===== src/rtl/axi_engine_pkg.sv =====
`default_nettype none
// ============================================================================
//  Module      : axi_engine_pkg
//  Description : Shared AXI read-engine types, response codes and AR constants
//  Revision    : 1.0 - initial release
// ============================================================================
package axi_engine_pkg;

    localparam logic [1:0] c_resp_okay    = 2'b00;
    localparam logic [1:0] c_resp_exokay  = 2'b01;
    localparam logic [1:0] c_resp_slverr  = 2'b10;
    localparam logic [1:0] c_resp_decerr  = 2'b11;

    localparam logic [1:0] c_arburst_incr = 2'b01;
    localparam logic       c_arlock       = 1'b0;
    localparam logic [3:0] c_arcache      = 4'b0011;
    localparam logic [2:0] c_arprot       = 3'b010;
    localparam logic [3:0] c_arqos        = 4'b0000;
    localparam logic [3:0] c_arregion     = 4'b0000;

    typedef enum logic [1:0] {
        ST_IDLE  = 2'd0,
        ST_ISSUE = 2'd1,
        ST_DRAIN = 2'd2,
        ST_DONE  = 2'd3
    } engine_state_t;

    function automatic logic [2:0] arsize_from_width(input int data_width);
        return 3'($clog2(data_width / 8));
    endfunction

endpackage
`default_nettype wire


===== src/rtl/rd_outstanding_ctr.sv =====
`default_nettype none
// ============================================================================
//  Module      : rd_outstanding_ctr
//  Description : Saturating up/down counter of in-flight read bursts
//  Revision    : 1.0 - initial release
// ============================================================================
module rd_outstanding_ctr #(
    parameter int MAX_COUNT = 4
) (
    input  logic clk,
    input  logic resetn,
    input  logic i_inc,
    input  logic i_dec,
    output logic o_full,
    output logic o_empty
);

    localparam int                 c_cnt_w = $clog2(MAX_COUNT + 1);
    localparam logic [c_cnt_w-1:0] c_max   = c_cnt_w'(MAX_COUNT);

    logic [c_cnt_w-1:0] r_count;
    logic               w_up;
    logic               w_down;

    // Simultaneous inc and dec cancel; stray decrements at zero are dropped.
    assign w_up   = i_inc && !i_dec && (r_count != c_max);
    assign w_down = i_dec && !i_inc && (r_count != '0);

    always_ff @(posedge clk) begin
        if (!resetn) begin
            r_count <= '0;
        end else if (w_up) begin
            r_count <= r_count + 1'b1;
        end else if (w_down) begin
            r_count <= r_count - 1'b1;
        end
    end

    assign o_full  = (r_count == c_max);
    assign o_empty = (r_count == '0);

endmodule
`default_nettype wire


===== src/rtl/rd_burst_engine.sv =====
`default_nettype none
// ============================================================================
//  Module      : rd_burst_engine
//  Description : Strided AXI4 read-burst engine with bounded outstanding ARs
//  Revision    : 1.0 - initial release
// ============================================================================
module rd_burst_engine
    import axi_engine_pkg::*;
#(
    parameter int ENGINE_ID       = 0,
    parameter int ADDR_WIDTH      = 33,
    parameter int DATA_WIDTH      = 256,
    parameter int ID_WIDTH        = 6,
    parameter int LEN_WIDTH       = 8,
    parameter int CNT_WIDTH       = 16,
    parameter int MAX_OUTSTANDING = 4
) (
    input  logic                  clk,
    input  logic                  resetn,
    input  logic                  start,
    input  logic [ADDR_WIDTH-1:0] base_addr,
    input  logic [LEN_WIDTH-1:0]  burst,
    input  logic [CNT_WIDTH-1:0]  num_bursts,
    input  logic [ADDR_WIDTH-1:0] stride,
    output logic [DATA_WIDTH-1:0] read_data,
    output logic                  read_valid,
    output logic                  busy,
    output logic                  done,
    output logic                  err,
    output logic [CNT_WIDTH-1:0]  beat_count,
    output logic                  m_axi_ARVALID,
    input  logic                  m_axi_ARREADY,
    output logic [ADDR_WIDTH-1:0] m_axi_ARADDR,
    output logic [ID_WIDTH-1:0]   m_axi_ARID,
    output logic [LEN_WIDTH-1:0]  m_axi_ARLEN,
    output logic [2:0]            m_axi_ARSIZE,
    output logic [1:0]            m_axi_ARBURST,
    output logic                  m_axi_ARLOCK,
    output logic [3:0]            m_axi_ARCACHE,
    output logic [2:0]            m_axi_ARPROT,
    output logic [3:0]            m_axi_ARQOS,
    output logic [3:0]            m_axi_ARREGION,
    input  logic                  m_axi_RVALID,
    input  logic [DATA_WIDTH-1:0] m_axi_RDATA,
    input  logic                  m_axi_RLAST,
    input  logic [ID_WIDTH-1:0]   m_axi_RID,
    input  logic [1:0]            m_axi_RRESP,
    output logic                  m_axi_RREADY
);

    localparam logic [ID_WIDTH-1:0] c_engine_id = ID_WIDTH'(ENGINE_ID);

    engine_state_t         r_state;
    logic                  r_busy;
    logic                  r_done;
    logic                  r_err;
    logic [CNT_WIDTH-1:0]  r_beat_count;
    logic [DATA_WIDTH-1:0] r_read_data;
    logic                  r_read_valid;
    logic                  r_arvalid;
    logic [ADDR_WIDTH-1:0] r_araddr;
    logic [LEN_WIDTH-1:0]  r_arlen;
    logic [ADDR_WIDTH-1:0] r_next_addr;
    logic [ADDR_WIDTH-1:0] r_stride;
    logic [CNT_WIDTH-1:0]  r_num;
    logic [CNT_WIDTH-1:0]  r_issued;

    logic w_ar_hs;
    logic w_r_hs;
    logic w_rlast_hs;
    logic w_bad_beat;
    logic w_full;
    logic w_empty;

    assign w_ar_hs    = r_arvalid && m_axi_ARREADY;
    assign w_r_hs     = m_axi_RVALID && r_busy;
    assign w_rlast_hs = w_r_hs && m_axi_RLAST;
    assign w_bad_beat = (m_axi_RRESP == c_resp_slverr) || (m_axi_RRESP == c_resp_decerr)
                        || (m_axi_RID != c_engine_id);

    rd_outstanding_ctr #(
        .MAX_COUNT (MAX_OUTSTANDING)
    ) u_outstanding (
        .clk     (clk),
        .resetn  (resetn),
        .i_inc   (w_ar_hs),
        .i_dec   (w_rlast_hs),
        .o_full  (w_full),
        .o_empty (w_empty)
    );

    always_ff @(posedge clk) begin
        if (!resetn) begin
            r_state      <= ST_IDLE;
            r_busy       <= 1'b0;
            r_done       <= 1'b0;
            r_err        <= 1'b0;
            r_beat_count <= '0;
            r_read_data  <= '0;
            r_read_valid <= 1'b0;
            r_arvalid    <= 1'b0;
            r_araddr     <= '0;
            r_arlen      <= '0;
            r_next_addr  <= '0;
            r_stride     <= '0;
            r_num        <= '0;
            r_issued     <= '0;
        end else begin
            r_read_valid <= w_r_hs;
            r_read_data  <= w_r_hs ? m_axi_RDATA : '0;
            r_done       <= 1'b0;
            if (w_r_hs) begin
                if (r_beat_count != '1) begin
                    r_beat_count <= r_beat_count + 1'b1;
                end
                if (w_bad_beat) begin
                    r_err <= 1'b1;
                end
            end

            case (r_state)
                ST_IDLE: begin
                    if (start) begin
                        r_next_addr  <= base_addr;
                        r_stride     <= stride;
                        r_arlen      <= burst;
                        r_num        <= num_bursts;
                        r_issued     <= '0;
                        r_beat_count <= '0;
                        r_err        <= 1'b0;
                        if (num_bursts == '0) begin
                            r_state <= ST_DONE;
                            r_done  <= 1'b1;
                        end else begin
                            r_state <= ST_ISSUE;
                            r_busy  <= 1'b1;
                        end
                    end
                end
                ST_ISSUE: begin
                    // One AR at a time; the counter is settled before the next is raised.
                    if (w_ar_hs) begin
                        r_arvalid   <= 1'b0;
                        r_issued    <= r_issued + 1'b1;
                        r_next_addr <= r_next_addr + r_stride;
                        if (r_issued == r_num - 1'b1) begin
                            r_state <= ST_DRAIN;
                        end
                    end else if (!r_arvalid && !w_full && (r_issued < r_num)) begin
                        r_arvalid <= 1'b1;
                        r_araddr  <= r_next_addr;
                    end
                end
                ST_DRAIN: begin
                    if (w_empty) begin
                        r_state <= ST_DONE;
                        r_busy  <= 1'b0;
                        r_done  <= 1'b1;
                    end
                end
                ST_DONE: begin
                    r_state <= ST_IDLE;
                end
                default: begin
                    r_state <= ST_IDLE;
                end
            endcase
        end
    end

    assign read_data      = r_read_data;
    assign read_valid     = r_read_valid;
    assign busy           = r_busy;
    assign done           = r_done;
    assign err            = r_err;
    assign beat_count     = r_beat_count;
    assign m_axi_ARVALID  = r_arvalid;
    assign m_axi_ARADDR   = r_araddr;
    assign m_axi_ARLEN    = r_arlen;
    assign m_axi_ARID     = c_engine_id;
    assign m_axi_ARSIZE   = arsize_from_width(DATA_WIDTH);
    assign m_axi_ARBURST  = c_arburst_incr;
    assign m_axi_ARLOCK   = c_arlock;
    assign m_axi_ARCACHE  = c_arcache;
    assign m_axi_ARPROT   = c_arprot;
    assign m_axi_ARQOS    = c_arqos;
    assign m_axi_ARREGION = c_arregion;
    assign m_axi_RREADY   = r_busy;

endmodule
`default_nettype wire


===== config.mk =====
export PLATFORM = sky130hd
export DESIGN_NAME = rd_burst_engine
export DESIGN_NICKNAME = d
export VERILOG_FILES = /design/src/rtl/axi_engine_pkg.sv /design/src/rtl/rd_outstanding_ctr.sv /design/src/rtl/rd_burst_engine.sv
export SDC_FILE = /design/constraint.sdc
export NUM_CORES = 1
export LEC_CHECK = 0
export BUFFER_PORTS_ARGS = -buffer_cell sky130_fd_sc_hd__buf_2
export CORE_AREA = 5 5 272 274
export CTS_BUF_LIST = sky130_fd_sc_hd__clkbuf_8
export DETAILED_ROUTE_END_ITERATION = 7
export DIE_AREA = 0 0 277 279
export PLACE_DENSITY = 0.49
export SLEW_MARGIN = 10
export SYNTH_ARGS = -nofsm -noshare
export SYNTH_HDL_FRONTEND = slang
export SYNTH_SLANG_ARGS = --single-unit

===== constraint.sdc =====
create_clock -name clk -period 2.35 [get_ports clk]
set_input_delay 0 -clock clk [delete_from_list [all_inputs] [get_ports clk]]
set_output_delay 0 -clock clk [all_outputs]
set_load 0.02 [all_outputs]

==> metrics <==
routed wire length=83,890 microns; DR DRC count=0; clock network fraction of total power=34.4%; status=finished with violations; Clock Skew=0.03128 ns; Die Wd=around 280 microns; Pre-antenna DRT Iters=5; Crit path largest cell delay=0.39 ns; CP Depth=11; asr flop ratio synth=0%; highest-count cells in the layout ignoring fill and taps=677 x buf_2, 409 x dlygate4sd3_1, 407 x dfxtp_1, 259 x and2_1, 170 x nand2_1; DRT iter0 DRCs=about 900; Comb power frac=28.4%; r2r worst-path depth=11; starting density of the core=23.33%; RSZ-0062 raised after global routing=yes; failing checks=setup timing; crit path time final=about 2.4 ns; Primary FF master, synth=dfxtp_1; GP Congestion=1.121; H-Tree Depth=3; worst reg2reg endpoint=r_next_addr[22]$_SDFFE_PN0P_; Max Cap Viol=0; reg-to-reg slack, setup=-0.09 ns; vias in the first global route=18,200; Final Hold Viols=0; Core Rows=98; DR vias=17,380; CTS Buf Count=81; worst path buffer plus inverter count=2; Synthesis Warnings=0; sequential area share after synthesis=50.80%; CP cell instances=buf_6 > fa_2 > a21oi_2 > o211ai_1 > buf_4 > nand3_2 > o311ai_4 > a31oi_4 > xnor2_1 > a221oi_1 > nor2_1; # port buffers=677; Worst EP arrival=2.96 ns; Non-Filler Instances=3,989; Clock Tree Buf Depth=3; Post-synth EDFFs=0; mapped cell area=16,590 sq um; kind of cell adding the most delay to the critical path=compound AO/OA/AOI/OAI gates; Clk Latency, worst-skew pair=between 0.6 and 0.7 ns; Final Cycle Share=103.9%; Slew HR=53.32%; Worst-Margin Slew=approximately 0.7 ns; Pins Over Slew Limit=0; hpwl dp=65,460 microns; pwr dens=776.1 nW/um^2; die area=77,280 sq um; Tot GR Track Use=roughly a fifth; routed len/inst=about 21 microns; die height=279 microns; GRT Residual Overflow=0; crit-path max FO=3; IO Pins=between 700 and 800; largest net degree at the start of global routing=118; Setup-failing EPs final=14; clk sink count=421; Max Fclk=0.4097 GHz; Setup crit end=r_next_addr[22]$_SDFFE_PN0P_; DRT antenna net count=0; nets@finish=around 3,400; Switching Share=32.57%; core area=71,120 sq um; Crit. Startpoint=r_next_addr[1]$_SDFFE_PN0P_; critical path's slowest cell=fa_2; post-route setup slack=-0.09067 ns; CP required=approximately 2.9 ns; Place WS=-0.2762 ns; final core utilization=39.60%; root cell of the clock tree=clkbuf_8; antenna violations before repair=11; layout cells sized above 1=34.59%; post-route cell area=28,160 sq um; CTS tree=yes; total power=21.86 mW; RR Startpoint=r_next_addr[1]$_SDFFE_PN0P_; leakage=between 10 and 15 nW; dpl cell area=21,650 sq um; Syn Inst Count=1,771; hold crit path type=in -> reg; sequential share of power=37.1%; Area Growth Syn to Fin=69.75%; switching power=between 7 and 8 mW; post-synthesis cell type count=87; syn_area_per_cell=between 9 and 10 sq um; CP Class=reg -> reg; clock edge transition at the registers on the reported setup and hold paths=0.06 ns; vias per cell=4.357; endpoint class of the critical path=flop; CP startpoint kind=flop; Synth Register Bits=421; Int Pwr=14.74 mW; commonest non-fill, non-tap cell in the layout=buf_2; placed cell count=3,413; global-route wire length before repair=119,200 microns; Worst VDD drop=508.4 uV
area by class of cell:
type / count / area [sq um]
Sequential cell: 421 / 8453
Fill cell: 7089 / 42950
Multi-Input combinational cell: 1207 / 8005
Timing Repair Buffer: 1219 / 8676
Antenna cell: 6 / 15.01
Inverter: 42 / 158.9
Tap cell: 950 / 1189
Clock inverter: 43 / 277.8
Clock buffer: 101 / 1390
worst min-delay path by stage:
stage	start	to	slack, ns	cells past startpoint
finish	m_axi_RDATA[248]	read_data[248]$_SDFF_PN0_	0.07	3
global route	m_axi_RDATA[110]	read_data[110]$_SDFF_PN0_	0.03	3
CTS	m_axi_RDATA[48]	read_data[48]$_SDFF_PN0_	0.002	3
detailed placement	m_axi_RDATA[118]	read_data[118]$_SDFF_PN0_	0.20	2
global placement	m_axi_RDATA[18]	read_data[18]$_SDFF_PN0_	0.20	2
floorplan	m_axi_ARREADY	m_axi_ARVALID$_SDFFE_PN0P_	0.12	1
layer usage:
layer / global-route usage [%] / vias up / part of all wire (%)
met1: 22.78 / 8247 / 39
met5: 0 / - / 0.015
met4: 7.301 / 2 / 3.7
met3: 4.457 / 157 / 5.4
li1: - / 8364 / -
met2: 38.05 / 609 / 52
what timing repair did:
item / in CTS / in global routing
endpoints found under the setup margin: 24 / 72
resized for setup: 39 / 89
hold buffers: 409 / 0
setup buffers: 5 / 11
endpoints found under the hold margin: 355 / 0
pin swaps: 41 / 67
cloned: 0 / 1
worst reg2reg max path, stage by stage (launching register included):
cell      delay (ns)
dfxtp_4         0.36
buf_6           0.12
fa_2            0.39
a21oi_2         0.15
o211ai_1        0.18
buf_4           0.18
nand3_2         0.14
o311ai_4        0.13
a31oi_4         0.24
xnor2_1         0.10
a221oi_1        0.26
nor2_1          0.06
power by group through the flow:
| stage | clock network (mW) | registers (mW) | logic [mW] |
|---|---|---|---|
| 2_1_floorplan | 0 | 8.37 | 2.78 |
| 3_3_place_gp | 0 | 8.19 | 5.09 |
| 3_5_place_dp | 0 | 8.21 | 5.16 |
| 4_1_cts | 7.77 | 8.07 | 5.90 |
| 5_1_grt | 8.09 | 8.17 | 6.75 |
| 6_report | 7.52 | 8.12 | 6.22 |
cell usage after synthesis (14+ instances only):
| cell type | number | share of area, % |
|---|---|---|
| mux2i_1 | 28 | 1.7 |
| a21oi_1 | 159 | 4.8 |
| nor2_1 | 80 | 1.8 |
| dfxtp_1 | 421 | 51 |
| ha_1 | 54 | 4.1 |
| a211oi_1 | 14 | 0.63 |
| and2_1 | 261 | 9.8 |
| buf_4 | 28 | 1.3 |
| clkbuf_1 | 86 | 1.9 |
| nand3_1 | 62 | 1.9 |
| a31oi_1 | 15 | 0.57 |
| inv_1 | 41 | 0.93 |
| nand4_1 | 16 | 0.60 |
| o21ai_0 | 70 | 2.1 |
| nor3_1 | 17 | 0.51 |
| nand2_1 | 174 | 3.9 |
| xnor2_1 | 31 | 1.6 |
| xor2_1 | 31 | 1.6 |
flip-flops by register name (all words and copies together), names as in the netlist:
name,cells
m_axi_ARADDR,33
done,1
read_data,256
r_num,16
m_axi_ARVALID,1
err,1
r_next_addr,33
read_valid,1
m_axi_ARLEN,8
beat_count,16
u_outstanding.r_count,3
r_state,2
busy,1
r_stride,33
r_issued,16
per-stage QoR:
stage | TNS (ns) | hold slack [ns]
2_1_floorplan | -0.005328 | 0.1156
3_3_place_gp | -2.140 | 0.1988
3_5_place_dp | -2.753 | 0.2020
4_1_cts | -1.353 | 0.001809
5_1_grt | -3.315 | 0.03236
6_report | -0.6886 | 0.06922
kinds of logic (layout without fill, tap and decap cells):
logic type | after synthesis | count (layout) | share of synthesized area, %
AND/OR/NAND/NOR | 679 | 679 | 21.78
flip-flops | 421 | 421 | 50.80
AO/OA/AOI/OAI | 352 | 352 | 12.93
buffers and inverters | 168 | 1405 | 4.811
XOR/XNOR | 62 | 62 | 3.273
adder cells (fa/ha/maj) | 56 | 56 | 4.313
multiplexers | 31 | 31 | 2.051
other | 2 | 33 | 0.04526
Power figures use the tool's default switching activity.
